File: src/rtl/pong_pkg.sv
// rtl/pong_pkg.sv - shared state encodings, default geometry and derived edges for the Pong engine
package pong_pkg;

  localparam logic [2:0] ST_IDLE  = 3'd0;
  localparam logic [2:0] ST_SERVE = 3'd1;
  localparam logic [2:0] ST_PLAY  = 3'd2;
  localparam logic [2:0] ST_POINT = 3'd3;
  localparam logic [2:0] ST_OVER  = 3'd4;

  localparam int DEF_CANVAS_TOP     = 50;
  localparam int DEF_CANVAS_BOTTOM  = 450;
  localparam int DEF_CANVAS_LEFT    = 50;
  localparam int DEF_CANVAS_RIGHT   = 600;
  localparam int DEF_BALL_SIZE      = 10;
  localparam int DEF_PADDLE_OFFSET  = 20;
  localparam int DEF_PADDLE_W       = 10;
  localparam int DEF_PADDLE_H       = 50;
  localparam int DEF_PADDLE_SPEED   = 4;
  localparam int DEF_BALL_SPEED     = 2;
  localparam int DEF_BALL_SPEED_MAX = 6;
  localparam int DEF_SCORE_W        = 4;
  localparam int DEF_WIN_SCORE      = 9;
  localparam int DEF_SERVE_FRAMES   = 60;

  function automatic logic [9:0] centre(int lo, int hi, int size);
    return 10'((lo + hi - size) / 2);
  endfunction

  // Inner faces of the paddles: the x a ball edge must reach to be returned
  function automatic logic [9:0] edge_l(int left, int offset, int width);
    return 10'(left + offset + width);
  endfunction

  function automatic logic [9:0] edge_r(int right, int offset, int width);
    return 10'(right - offset - width);
  endfunction

  localparam logic [9:0] DEF_EDGE_L = edge_l(DEF_CANVAS_LEFT, DEF_PADDLE_OFFSET, DEF_PADDLE_W);
  localparam logic [9:0] DEF_EDGE_R = edge_r(DEF_CANVAS_RIGHT, DEF_PADDLE_OFFSET, DEF_PADDLE_W);
  localparam logic [9:0] DEF_BALL_X0 = centre(DEF_CANVAS_LEFT, DEF_CANVAS_RIGHT, DEF_BALL_SIZE);
  localparam logic [9:0] DEF_BALL_Y0 = centre(DEF_CANVAS_TOP, DEF_CANVAS_BOTTOM, DEF_BALL_SIZE);
  localparam logic [9:0] DEF_PAD_Y0  = centre(DEF_CANVAS_TOP, DEF_CANVAS_BOTTOM, DEF_PADDLE_H);

endpackage

File: src/rtl/pong_paddle_ctrl.sv
// rtl/pong_paddle_ctrl.sv - one paddle: move by SPEED per frame on {up, down}, clamped to the playfield
module pong_paddle_ctrl
  import pong_pkg::*;
#(
  parameter int TOP    = DEF_CANVAS_TOP,
  parameter int BOTTOM = DEF_CANVAS_BOTTOM,
  parameter int HEIGHT = DEF_PADDLE_H,
  parameter int SPEED  = DEF_PADDLE_SPEED
) (
  input  logic       frame_clk,
  input  logic       reset,
  input  logic       enable,
  input  logic [1:0] buttons,
  output logic [9:0] y
);

  localparam logic [9:0] Y_MIN = 10'(TOP);
  localparam logic [9:0] Y_MAX = 10'(BOTTOM - HEIGHT);
  localparam logic [9:0] Y_RST = centre(TOP, BOTTOM, HEIGHT);
  localparam logic [9:0] STEP  = 10'(SPEED);

  always_ff @(posedge frame_clk or posedge reset) begin
    if (reset) begin
      y <= Y_RST;
    end else if (enable) begin
      case (buttons)
        2'b10:   y <= (y < Y_MIN + STEP) ? Y_MIN : y - STEP;
        2'b01:   y <= (y + STEP > Y_MAX) ? Y_MAX : y + STEP;
        default: y <= y;
      endcase
    end
  end

endmodule

File: src/rtl/pong_frame_engine.sv
// rtl/pong_frame_engine.sv - per-frame Pong physics, scoring and game state machine
// Define PONG_BALL_SPEEDUP_EN to raise the ball speed on every 4th paddle hit since the serve.
module pong_frame_engine
  import pong_pkg::*;
#(
  parameter int CANVAS_TOP     = DEF_CANVAS_TOP,
  parameter int CANVAS_BOTTOM  = DEF_CANVAS_BOTTOM,
  parameter int CANVAS_LEFT    = DEF_CANVAS_LEFT,
  parameter int CANVAS_RIGHT   = DEF_CANVAS_RIGHT,
  parameter int BALL_SIZE      = DEF_BALL_SIZE,
  parameter int PADDLE_OFFSET  = DEF_PADDLE_OFFSET,
  parameter int PADDLE_W       = DEF_PADDLE_W,
  parameter int PADDLE_H       = DEF_PADDLE_H,
  parameter int PADDLE_SPEED   = DEF_PADDLE_SPEED,
  parameter int BALL_SPEED     = DEF_BALL_SPEED,
  parameter int BALL_SPEED_MAX = DEF_BALL_SPEED_MAX,
  parameter int SCORE_W        = DEF_SCORE_W,
  parameter int WIN_SCORE      = DEF_WIN_SCORE,
  parameter int SERVE_FRAMES   = DEF_SERVE_FRAMES
) (
  input  logic               frame_clk,
  input  logic               reset,
  input  logic               start,
  input  logic [1:0]         left_in,
  input  logic [1:0]         right_in,
  output logic [9:0]         ball_x,
  output logic [9:0]         ball_y,
  output logic [9:0]         pad_l_y,
  output logic [9:0]         pad_r_y,
  output logic [SCORE_W-1:0] score_l,
  output logic [SCORE_W-1:0] score_r,
  output logic [2:0]         state,
  output logic               running,
  output logic               game_over
);

  localparam logic [9:0] CT = 10'(CANVAS_TOP);
  localparam logic [9:0] CB = 10'(CANVAS_BOTTOM);
  localparam logic [9:0] CL = 10'(CANVAS_LEFT);
  localparam logic [9:0] CR = 10'(CANVAS_RIGHT);
  localparam logic [9:0] BS = 10'(BALL_SIZE);
  localparam logic [9:0] PH = 10'(PADDLE_H);
  localparam logic [9:0] EL = edge_l(CANVAS_LEFT, PADDLE_OFFSET, PADDLE_W);
  localparam logic [9:0] ER = edge_r(CANVAS_RIGHT, PADDLE_OFFSET, PADDLE_W);
  localparam logic [9:0] X0 = centre(CANVAS_LEFT, CANVAS_RIGHT, BALL_SIZE);
  localparam logic [9:0] Y0 = centre(CANVAS_TOP, CANVAS_BOTTOM, BALL_SIZE);
  // A misconfigured ceiling below the serve speed caps the serve speed too
  localparam logic [9:0] SPD_MAX   = 10'(BALL_SPEED_MAX);
  localparam logic [9:0] SPD_START = 10'((BALL_SPEED_MAX < BALL_SPEED) ? BALL_SPEED_MAX : BALL_SPEED);
  localparam int SC_W = $clog2(SERVE_FRAMES + 1);
  localparam logic [SC_W-1:0]    SERVE_LAST = SC_W'(SERVE_FRAMES - 1);
  localparam logic [SC_W-1:0]    SC_ONE     = SC_W'(1);
  localparam logic [SCORE_W-1:0] WIN        = SCORE_W'(WIN_SCORE);
  localparam logic [SCORE_W-1:0] PT_ONE     = SCORE_W'(1);

  logic            start_q, dir_x, dir_y, left_scored;
  logic [SC_W-1:0] serve_cnt;
  logic [9:0]      speed;
  logic            start_rise, paddle_en, serve_entry, win_now;
  logic            hit_l, hit_r, lost_l, lost_r, ndx, ndy;
  logic [9:0]      nx, ny;
  logic [SCORE_W-1:0] score_l_inc, score_r_inc;

  assign start_rise  = start & ~start_q;
  assign paddle_en   = (state == ST_IDLE) || (state == ST_SERVE) || (state == ST_PLAY);
  assign running     = (state == ST_PLAY);
  assign game_over   = (state == ST_OVER);
  assign score_l_inc = score_l + PT_ONE;
  assign score_r_inc = score_r + PT_ONE;
  assign win_now     = left_scored ? (score_l_inc == WIN) : (score_r_inc == WIN);
  assign serve_entry = ((state == ST_IDLE || state == ST_OVER) && start_rise) ||
                       (state == ST_POINT && !win_now);

  pong_paddle_ctrl #(
    .TOP(CANVAS_TOP), .BOTTOM(CANVAS_BOTTOM), .HEIGHT(PADDLE_H), .SPEED(PADDLE_SPEED)
  ) u_pad_l (
    .frame_clk(frame_clk), .reset(reset), .enable(paddle_en), .buttons(left_in), .y(pad_l_y)
  );

  pong_paddle_ctrl #(
    .TOP(CANVAS_TOP), .BOTTOM(CANVAS_BOTTOM), .HEIGHT(PADDLE_H), .SPEED(PADDLE_SPEED)
  ) u_pad_r (
    .frame_clk(frame_clk), .reset(reset), .enable(paddle_en), .buttons(right_in), .y(pad_r_y)
  );

  // Compare forms are arranged so no subtraction can wrap below zero
  always_comb begin
    ny  = ball_y;
    ndy = dir_y;
    if (!dir_y && ball_y <= CT + speed) begin
      ny  = CT;
      ndy = 1'b1;
    end else if (dir_y && ball_y + speed + BS >= CB) begin
      ny  = CB - BS;
      ndy = 1'b0;
    end else begin
      ny = dir_y ? ball_y + speed : ball_y - speed;
    end

    hit_l = !dir_x && ball_x >= EL && ball_x - speed <= EL &&
            ball_y + BS > pad_l_y && ball_y < pad_l_y + PH;
    hit_r = dir_x && ball_x + BS <= ER && ball_x + BS + speed >= ER &&
            ball_y + BS > pad_r_y && ball_y < pad_r_y + PH;
    lost_l = !hit_l && !hit_r && ball_x <= CL + speed;
    lost_r = !hit_l && !hit_r && !lost_l && ball_x + BS + speed >= CR;

    nx  = ball_x;
    ndx = dir_x;
    if (hit_l) begin
      nx  = EL;
      ndx = 1'b1;
    end else if (hit_r) begin
      nx  = ER - BS;
      ndx = 1'b0;
    end else if (!lost_l && !lost_r) begin
      nx = dir_x ? ball_x + speed : ball_x - speed;
    end
  end

  always_ff @(posedge frame_clk or posedge reset) begin
    if (reset) begin
      ball_x      <= X0;
      ball_y      <= Y0;
      dir_x       <= 1'b0;
      dir_y       <= 1'b1;
      score_l     <= '0;
      score_r     <= '0;
      state       <= ST_IDLE;
      serve_cnt   <= '0;
      start_q     <= 1'b0;
      left_scored <= 1'b0;
    end else begin
      start_q <= start;
      if (serve_entry) begin
        ball_x    <= X0;
        ball_y    <= Y0;
        serve_cnt <= '0;
        state     <= ST_SERVE;
      end
      case (state)
        ST_IDLE: ;
        ST_SERVE: begin
          if (serve_cnt == SERVE_LAST) state <= ST_PLAY;
          else serve_cnt <= serve_cnt + SC_ONE;
        end
        ST_PLAY: begin
          ball_x <= nx;
          ball_y <= ny;
          dir_x  <= ndx;
          dir_y  <= ndy;
          if (lost_l || lost_r) begin
            left_scored <= lost_r;
            state       <= ST_POINT;
          end
        end
        ST_POINT: begin
          if (left_scored) score_l <= score_l_inc;
          else score_r <= score_r_inc;
          // Next serve heads toward whoever conceded
          if (win_now) state <= ST_OVER;
          else dir_x <= left_scored;
        end
        ST_OVER: begin
          if (start_rise) begin
            score_l <= '0;
            score_r <= '0;
          end
        end
        default: state <= ST_IDLE;
      endcase
    end
  end

`ifdef PONG_BALL_SPEEDUP_EN
  logic [2:0] hit_cnt;

  always_ff @(posedge frame_clk or posedge reset) begin
    if (reset) begin
      speed   <= SPD_START;
      hit_cnt <= 3'd0;
    end else if (serve_entry) begin
      speed   <= SPD_START;
      hit_cnt <= 3'd0;
    end else if (state == ST_PLAY && (hit_l || hit_r)) begin
      hit_cnt <= hit_cnt + 3'd1;
      if (hit_cnt[1:0] == 2'd3 && speed < SPD_MAX) speed <= speed + 10'd1;
    end
  end
`else
  assign speed = SPD_START;
`endif

endmodule

File: config.mk
export PLATFORM = sky130hd
export DESIGN_NAME = pong_frame_engine
export DESIGN_NICKNAME = d
export VERILOG_FILES = /design/src/rtl/pong_pkg.sv /design/src/rtl/pong_paddle_ctrl.sv /design/src/rtl/pong_frame_engine.sv
export SDC_FILE = /design/constraint.sdc
export NUM_CORES = 1
export LEC_CHECK = 0
export ABC_CLOCK_PERIOD_IN_PS = 3280
export CORE_MARGIN = 2
export CORE_UTILIZATION = 45
export CTS_BUF_LIST = sky130_fd_sc_hd__clkbuf_8
export CTS_CLUSTER_DIAMETER = 80
export DETAILED_ROUTE_END_ITERATION = 6
export DONT_BUFFER_PORTS = 1
export PLACE_DENSITY_LB_ADDON = 0.25
export SKIP_LAST_GASP = 1
export SYNTH_ARGS = -nofsm -noshare
export SYNTH_HDL_FRONTEND = slang
export SYNTH_SLANG_ARGS = --single-unit
File: constraint.sdc
create_clock -name frame_clk -period 3.28 [get_ports frame_clk]
set_input_delay 0.328 -clock frame_clk [delete_from_list [all_inputs] [get_ports frame_clk]]
set_output_delay 0.328 -clock frame_clk [all_outputs]
set_load 0.005 [all_outputs]
==> results.sh, run 1 <==
export IMPL_vias_in_the_first_global_route=6241
export IMPL_slew_violations=0
export IMPL_dieHeight_um=122.2
export IMPL_ys_top_cells_by_area="dfrtp_1 (17%), ha_1 (13%), dfstp_2 (7.1%)"
export IMPL_setup_tns_final_ns=-0.1328
export IMPL_design_die_area_mm2=0.01494
export IMPL_fin_ws_ns=-0.04829
export IMPL_clock_tree_root_cell="clkbuf_8"
export IMPL_cp_start_kind="flip-flop"
export IMPL_synth_top_family_by_area="compound AO/OA/AOI/OAI gates"
export IMPL_failed_checks="negative setup slack"
export IMPL_stdcell_area_mm2=0.007242
export IMPL_synth_simple_area_share_pct=23.19
export IMPL_tritoncts_num_buffers=9
export IMPL_wire_length_of_the_first_global_routing_pass_mm=30.75
export IMPL_io_buffers=0
export IMPL_arrival_ns=3.59
export IMPL_yosysUniqueCellTypes=75
export IMPL_finish_utilization_pct=52.58
export IMPL_grt_met2_usage_pct=42.12
export IMPL_maxCapViolCount=0
export IMPL_complex_gate_fraction_of_the_synthesized_area_pct=25.70
export IMPL_global_route_usage_total_pct=25.93
export IMPL_cellPowerDensity_mw_per_mm2=661.8
export IMPL_start_util_pct=45.68
export IMPL_grt_antenna_before_repair=0
export IMPL_area_delta_synth_final_pct=15.12
export IMPL_clkTransAtPathRegs_ns=0.08
export IMPL_drt_antenna_violating_nets=0
export IMPL_fillers=1336
export IMPL_route_detailed_vias_per_inst=6.174
export IMPL_route_vias_total=6439
export IMPL_dp_hpwl_mm=14.37
export IMPL_synth_area_mux_share_pct=1.392
export IMPL_mappedNetlistArea_mm2=0.006291
export IMPL_finalCritPeriodShare_pct=101.5
export IMPL_setup_worst_path_class="reg -> reg"
export IMPL_timing_max_slew_rel_slack_pct=43.72
export IMPL_synth_ff_type="dfrtp_1"
export IMPL_synth_largest_area_cell="dfrtp_1"
export IMPL_critical_path_required_ns=3.54
export IMPL_die_width_um=122.2
export IMPL_grt_busiest_layer="met2"
export IMPL_grt_start_max_net_pins=41
export IMPL_met3_layer_usage_reported_by_global_route_pct=6.645
export IMPL_rr_worst_depth=14
export IMPL_grt_remaining_overflow=0
export IMPL_yosys_register_bits=60
export IMPL_worst_setup_path_startpoint="ball_y[2]"
export IMPL_aggregate_routed_wire_length_mm=19.25
export IMPL_share_of_final_layout_standard_cells_stronger_than_drive_strength_1_pct=16.69
export IMPL_regToRegEndpoint="ball_x[2]"
export IMPL_fin_total_pwr_mw=4.792
export IMPL_yosysWarningCount=0
export IMPL_rsz0062_at_grt="yes"
export IMPL_met1_usage_pct=32.93
export IMPL_r2r_start="ball_y[2]"
export IMPL_drtIter0Drc=537
export IMPL_reg2reg_slack_ns=-0.05
export IMPL_highest_attainable_clock_frequency_ghz=0.3005
export IMPL_avgRoutedWirePerCell_um=18.46
export IMPL_post_route_drc_count=0
export IMPL_peakVddDrop_mv=0.2217
export IMPL_syn_avg_cell_area_um2=7.653
export IMPL_crit_fanout=5
export IMPL_num_antenna_cells=0
export IMPL_setup_worst_path_end="ball_x[2]"
export IMPL_ys_top_cells_by_count="nand2_1 (88), nor2_1 (75), ha_1 (67)"
export IMPL_cell_count_after_synthesis=822
export IMPL_ioPinCount=60
export IMPL_row_count=43
export IMPL_syn_nets=896
export IMPL_synth_xor_xnor_area_share_pct=6.126
export IMPL_synth_enable_flop_cells=0
export IMPL_finalNetCount=932
export IMPL_tritoncts_clock_tree="done"
export IMPL_p_leak_nw=2.956
export IMPL_timing_final_setup_violations=5
export IMPL_clk_path_buf_depth=2
export IMPL_synth_top_cell_area_share_pct=17.10
export IMPL_worst_slew_pin_slew_ns=0.8430
export IMPL_asyncSetResetFlopFracSynth_pct=100.0
export IMPL_type_of_the_worst_min_delay_path="in -> async"
export IMPL_final_period_minus_worst_setup_slack_ns=3.328
export IMPL_synth_fa_ha_area_share_pct=13.33
export IMPL_clock_sinks=60
export IMPL_outcome="finished with violations"
export IMPL_detail_route_first_pass_iterations=6
export IMPL_fin_worst_skew_ns=0.01363
export IMPL_core_area_mm2=0.01377
export IMPL_placement_cell_area_mm2=0.006782
export IMPL_yosysMostFrequentCell="nand2_1"
export IMPL_later_pin_clock_latency_in_the_skew_report_ns=0.37
export IMPL_type_of_destination_of_the_critical_path="flip-flop"
export IMPL_cts_htree_levels=3
export IMPL_place_congestion=0.9518
export IMPL_yosysSeqAreaShare_pct=24.20
export IMPL_timing_hold_violations_final=0
## metrics by stage
| step | worst slack, ns | cells | hold WS [ns] |
|---|---|---|---|
| 3_3_place_gp | 0.08595 | 1014 | 0.3596 |
| 4_1_cts | 0.009249 | 1034 | 0.03125 |
| 6_report | -0.04829 | 1043 | 0.005941 |
| 3_5_place_dp | -0.05085 | 1014 | 0.3596 |
| 5_1_grt | -0.1681 | 1043 | 0.06608 |
| 2_1_floorplan | 0.03000 | 822 | 0.3594 |
## routing by layer
layer	vias up	wire length (um)
met4	0	490
met5	-	0
met1	3061	8130
li1	3057	-
met2	276	9102
met3	45	1531
## power by group
group / internal, mW / total, mW / switching (mW) / leakage [nW]
registers: 0.926 / 1.16 / 0.230 / 0.698
clock network: 0.293 / 0.627 / 0.335 / 0.0885
logic: 1.27 / 3.01 / 1.74 / 2.17
## critical path: stages, from the launching register on
cell and delay, ns:
dfstp_2 0.60, ha_4 0.17, a21oi_4 0.06, nor3_2 0.21, xor2_1 0.23, buf_4 0.16, ha_4 0.19, nand4_1 0.11
nor3_2 0.07, a2111oi_2 0.37, o31ai_2 0.14, a2111oi_4 0.38, nor2b_4 0.11, a21o_1 0.19, a22o_1 0.22
## how the worst min path moves through the flow
| stage | from | endpoint | slack, ns |
|---|---|---|---|
| final | reset | score_r[1] | 0.006 |
| after detailed placement | start | start_q | 0.36 |
| after floorplan | start | start_q | 0.36 |
| after global placement | start | start_q | 0.36 |
| after global routing | reset | score_r[3] | 0.07 |
| after CTS | reset | score_r[2] | 0.03 |
## cell type report
| cell class | count | area [um^2] | area share [%] |
|---|---|---|---|
| repair buffers | 71 | 539.3 | 7.446 |
| well taps | 180 | 225.2 | 3.110 |
| flip-flops and latches | 60 | 1523 | 21.03 |
| inverters | 47 | 176.4 | 2.436 |
| multi-input cells | 669 | 4602 | 63.55 |
| clock buffers | 10 | 137.6 | 1.900 |
| clock inverters | 6 | 38.79 | 0.5356 |
## cells by family (layout without fill, tap and decap cells)
group / Yosys count / after routing
compound gates: 244 / 244
xor+xnor: 44 / 44
fa+ha+maj: 67 / 67
buf+inv: 93 / 134
flops: 60 / 60
mux: 8 / 8
other cells: 1 / 1
simple gates: 305 / 305
## timing repair
item                       in CTS  in global routing
pin swaps                       2                 21
resized for setup               2                 32
hold buffers                    1                  0
setup endpoints to repair       5                 12
buffers inserted                3                  9
hold endpoints to repair        1                  0
## registers in the layout, summed over array words and instances (netlist names)
name / cells
score_r: 4
state: 3
ball_x: 9
start_q: 1
dir_y: 1
score_l: 4
u_pad_l.y: 10
dir_x: 1
serve_cnt: 6
ball_y: 10
u_pad_r.y: 10
left_scored: 1
## cell usage in the layout, fill, tap and decap left out, drive strengths merged, types with 7 or more instances in the layout
cell    Yosys  final
a21o        9      9
a21oi      55     55
a31oi      22     22
and2        7      7
buf        13     70
clkbuf     33     10
dfrtp      43     43
dfstp      17     17
ha         67     67
inv        44     45
nand2      88     88
nand2b     17     17
nand3      40     40
nand4      14     14
nor2       75     75
nor2b       8      8
nor3       22     22
nor4        8      8
o211ai     11     11
o21a        8      8
o21ai      66     66
o31ai       9      9
or3        10     10
xnor2      33     33
xor2       11     11
Note: power is estimated with default switching activity, not from simulation.
==> inputs of run 2 (changes only) <==
- CAP_MARGIN: default -> 25
- MAX_ROUTING_LAYER: default -> met4
==> run 2 against run 1 <==
The flow still finishes with violations (negative setup slack). Wire length up 0.91%. Design area up 1.3%. Clock power up 24%. Cell count about the same. Highest routed layer unchanged. Largest power group unchanged.
==> results.sh, run 2 (synthesis results as in run 1) <==
export IMPL_outcome="finished with violations"
export IMPL_failed_checks="negative setup slack"
export IMPL_cellInternalPower_mw=2.664
export IMPL_fin_worst_skew_ns=0.01116
export IMPL_setup_worst_path_class="reg -> reg"
export IMPL_slew_violations=0
export IMPL_r2r_start="ball_y[5]"
export IMPL_clk_path_buf_depth=2
export IMPL_final_period_minus_worst_setup_slack_ns=3.287
export IMPL_crit_path_top_delay_cell="dfstp_2"
export IMPL_tritoncts_clock_tree="done"
export IMPL_fillers=1336
export IMPL_post_route_drc_count=0
export IMPL_finish_utilization_pct=53.25
export IMPL_critical_path_cell_count=15
export IMPL_dpl_cell_count=1012
export IMPL_row_count=43
export IMPL_dp_hpwl_mm=14.63
export IMPL_biggestRegsByFlops="ball_y x10, u_pad_l.y x10, u_pad_r.y x10"
export IMPL_num_antenna_cells=0
export IMPL_clock_sinks=60
export IMPL_family_with_the_most_delay_on_the_worst_path="simple AND/OR/NAND/NOR gates"
export IMPL_design_die_area_mm2=0.01494
export IMPL_power_share_sequential_pct=23.4
export IMPL_switchingPower_mw=2.346
export IMPL_peakVddDrop_mv=0.2355
export IMPL_aggregate_routed_wire_length_mm=19.43
export IMPL_crit_fanout=8
export IMPL_wire_length_of_the_first_global_routing_pass_mm=31.32
export IMPL_worst_setup_path_startpoint="ball_y[5]"
export IMPL_cellPowerDensity_mw_per_mm2=683.0
export IMPL_reg2reg_slack_ns=-0.007
export IMPL_vias_in_the_first_global_route=6266
export IMPL_detail_route_first_pass_iterations=6
export IMPL_timing_hold_violations_final=0
export IMPL_clkTransAtPathRegs_ns=0.08
export IMPL_fin_hold_ws_ns=0.2164
export IMPL_grt_antenna_before_repair=0
export IMPL_start_util_pct=45.68
export IMPL_route_vias_total=6444
export IMPL_switching_portion_of_total_power_pct=46.83
export IMPL_max_stage_delay_on_crit_path_ns=0.61
export IMPL_cts_htree_levels=3
export IMPL_p_leak_nw=2.995
export IMPL_worst_slew_pin_slew_ns=0.7507
export IMPL_drt_antenna_violating_nets=0
export IMPL_stdcell_area_mm2=0.007335
export IMPL_maxCapViolCount=0
export IMPL_fin_total_pwr_mw=5.010
export IMPL_avgRoutedWirePerCell_um=18.61
export IMPL_grt_start_max_net_pins=33
export IMPL_drtIter0Drc=620
export IMPL_core_area_mm2=0.01377
export IMPL_critPathBufInv=3
export IMPL_die_width_um=122.2
export IMPL_cp_start_kind="flip-flop"
export IMPL_final_cell_mix="nand2_1 (83), nor2_1 (72), buf_4 (67)"
export IMPL_highest_attainable_clock_frequency_ghz=0.3043
export IMPL_critical_path_required_ns=3.53
export IMPL_finalNetCount=933
export IMPL_comb_power_share_pct=61.1
export IMPL_place_congestion=0.9741
export IMPL_power_clock_fraction_pct=15.5
export IMPL_tritoncts_num_buffers=9
export IMPL_regToRegEndpoint="left_scored"
export IMPL_setup_worst_path_end="left_scored"
export IMPL_fin_ws_ns=-0.006529
export IMPL_io_buffers=0
export IMPL_clock_tree_root_cell="clkbuf_8"
export IMPL_global_route_usage_total_pct=27.16
export IMPL_type_of_destination_of_the_critical_path="flip-flop"
export IMPL_stdcell_count=1044
export IMPL_critical_path_top_cell_by_count="buf_4"
export IMPL_area_delta_synth_final_pct=16.59
export IMPL_grt_remaining_overflow=0
export IMPL_placement_cell_area_mm2=0.006766
export IMPL_later_pin_clock_latency_in_the_skew_report_ns=0.37
export IMPL_layout_commonest_cell="nand2_1"
export IMPL_dieHeight_um=122.2
export IMPL_type_of_the_worst_min_delay_path="in -> reg"
export IMPL_route_detailed_vias_per_inst=6.172
export IMPL_timing_final_setup_violations=1
export IMPL_finalCritPeriodShare_pct=100.2
export IMPL_share_of_final_layout_standard_cells_stronger_than_drive_strength_1_pct=17.36
export IMPL_rr_worst_depth=15
export IMPL_timing_max_slew_rel_slack_pct=49.77
export IMPL_crit_path_cell_trace="nand2_1, buf_4, nor2_1, xor2_1, buf_4, ha_1, nand4_1, nor2_2, a2111oi_4, nor4_4, a31oi_2, nor2b_4, buf_6, nand2_2, a22o_1"
export IMPL_ioPinCount=60
export IMPL_arrival_ns=3.54
export IMPL_rsz0062_at_grt="yes"
-- run 2: cell count changes in the layout (fill, tap and decap cells not counted), sizes merged --
cell / delta
clkinvlp: -1
clkbuf: -1
dlygate4sd3: +1
bufinv: +2
-- run 2: per-layer routing --
metal,track usage [%],wire length [um]
met1,33.63,8250
met3,4.972,1344
met2,43.82,9340
met4,10.92,493
met5,-,0
-- run 2: power groups by stage --
| stage | clock [mW] | sequential, mW | combinational (mW) |
|---|---|---|---|
| floorplan | 0 | 1.11 | 2.01 |
| global placement | 0 | 1.16 | 2.64 |
| detailed placement | 0 | 1.17 | 2.75 |
| CTS | 0.791 | 1.16 | 2.77 |
| global route | 0.821 | 1.20 | 3.41 |
| finish | 0.776 | 1.17 | 3.06 |
-- run 2: worst min-delay path by stage --
stage	from	end	cells past startpoint
2_1_floorplan	start	start_q	0
3_3_place_gp	reset	start_q	1
3_5_place_dp	reset	score_r[1]	1
4_1_cts	start	state[2]	3
5_1_grt	start	state[2]	3
6_report	start	state[2]	3
-- run 2: layout make-up --
class,count,area (um^2),area share [%]
Clock buffer,9,123.9,1.689
Clock inverter,7,98.84,1.348
Inverter,47,176.4,2.405
Multi-Input combinational cell,669,4622,63.02
Sequential cell,60,1523,20.76
Tap cell,180,225.2,3.071
Timing Repair Buffer,72,565.5,7.711
-- run 2: metrics by stage --
stage | worst slack, ns | TNS (ns)
global route | -0.1846 | -1.081
floorplan | 0.03000 | 0
global placement | 0.08572 | 0
CTS | 0.03904 | 0
detailed placement | -0.01808 | -0.01808
finish | -0.006529 | -0.006529
-- run 2: repair_timing --
action	CTS	global route
pin swaps	2	25
hold buffers	2	0
endpoints found under the hold margin	25	0
setup endpoints to repair	2	12
resized for setup	4	39
setup buffers	2	12
-- run 2: worst register-to-register path, delay by kind of cell (launching register included) --
| family | cells | cell delay [ns] |
|---|---|---|
| AO/OA/AOI/OAI | 3 | 0.78 |
| buffers and inverters | 3 | 0.48 |
| XOR/XNOR | 1 | 0.24 |
| AND/OR/NAND/NOR | 7 | 0.85 |
| adder cells (fa/ha/maj) | 1 | 0.23 |
| flip-flops | 1 | 0.61 |
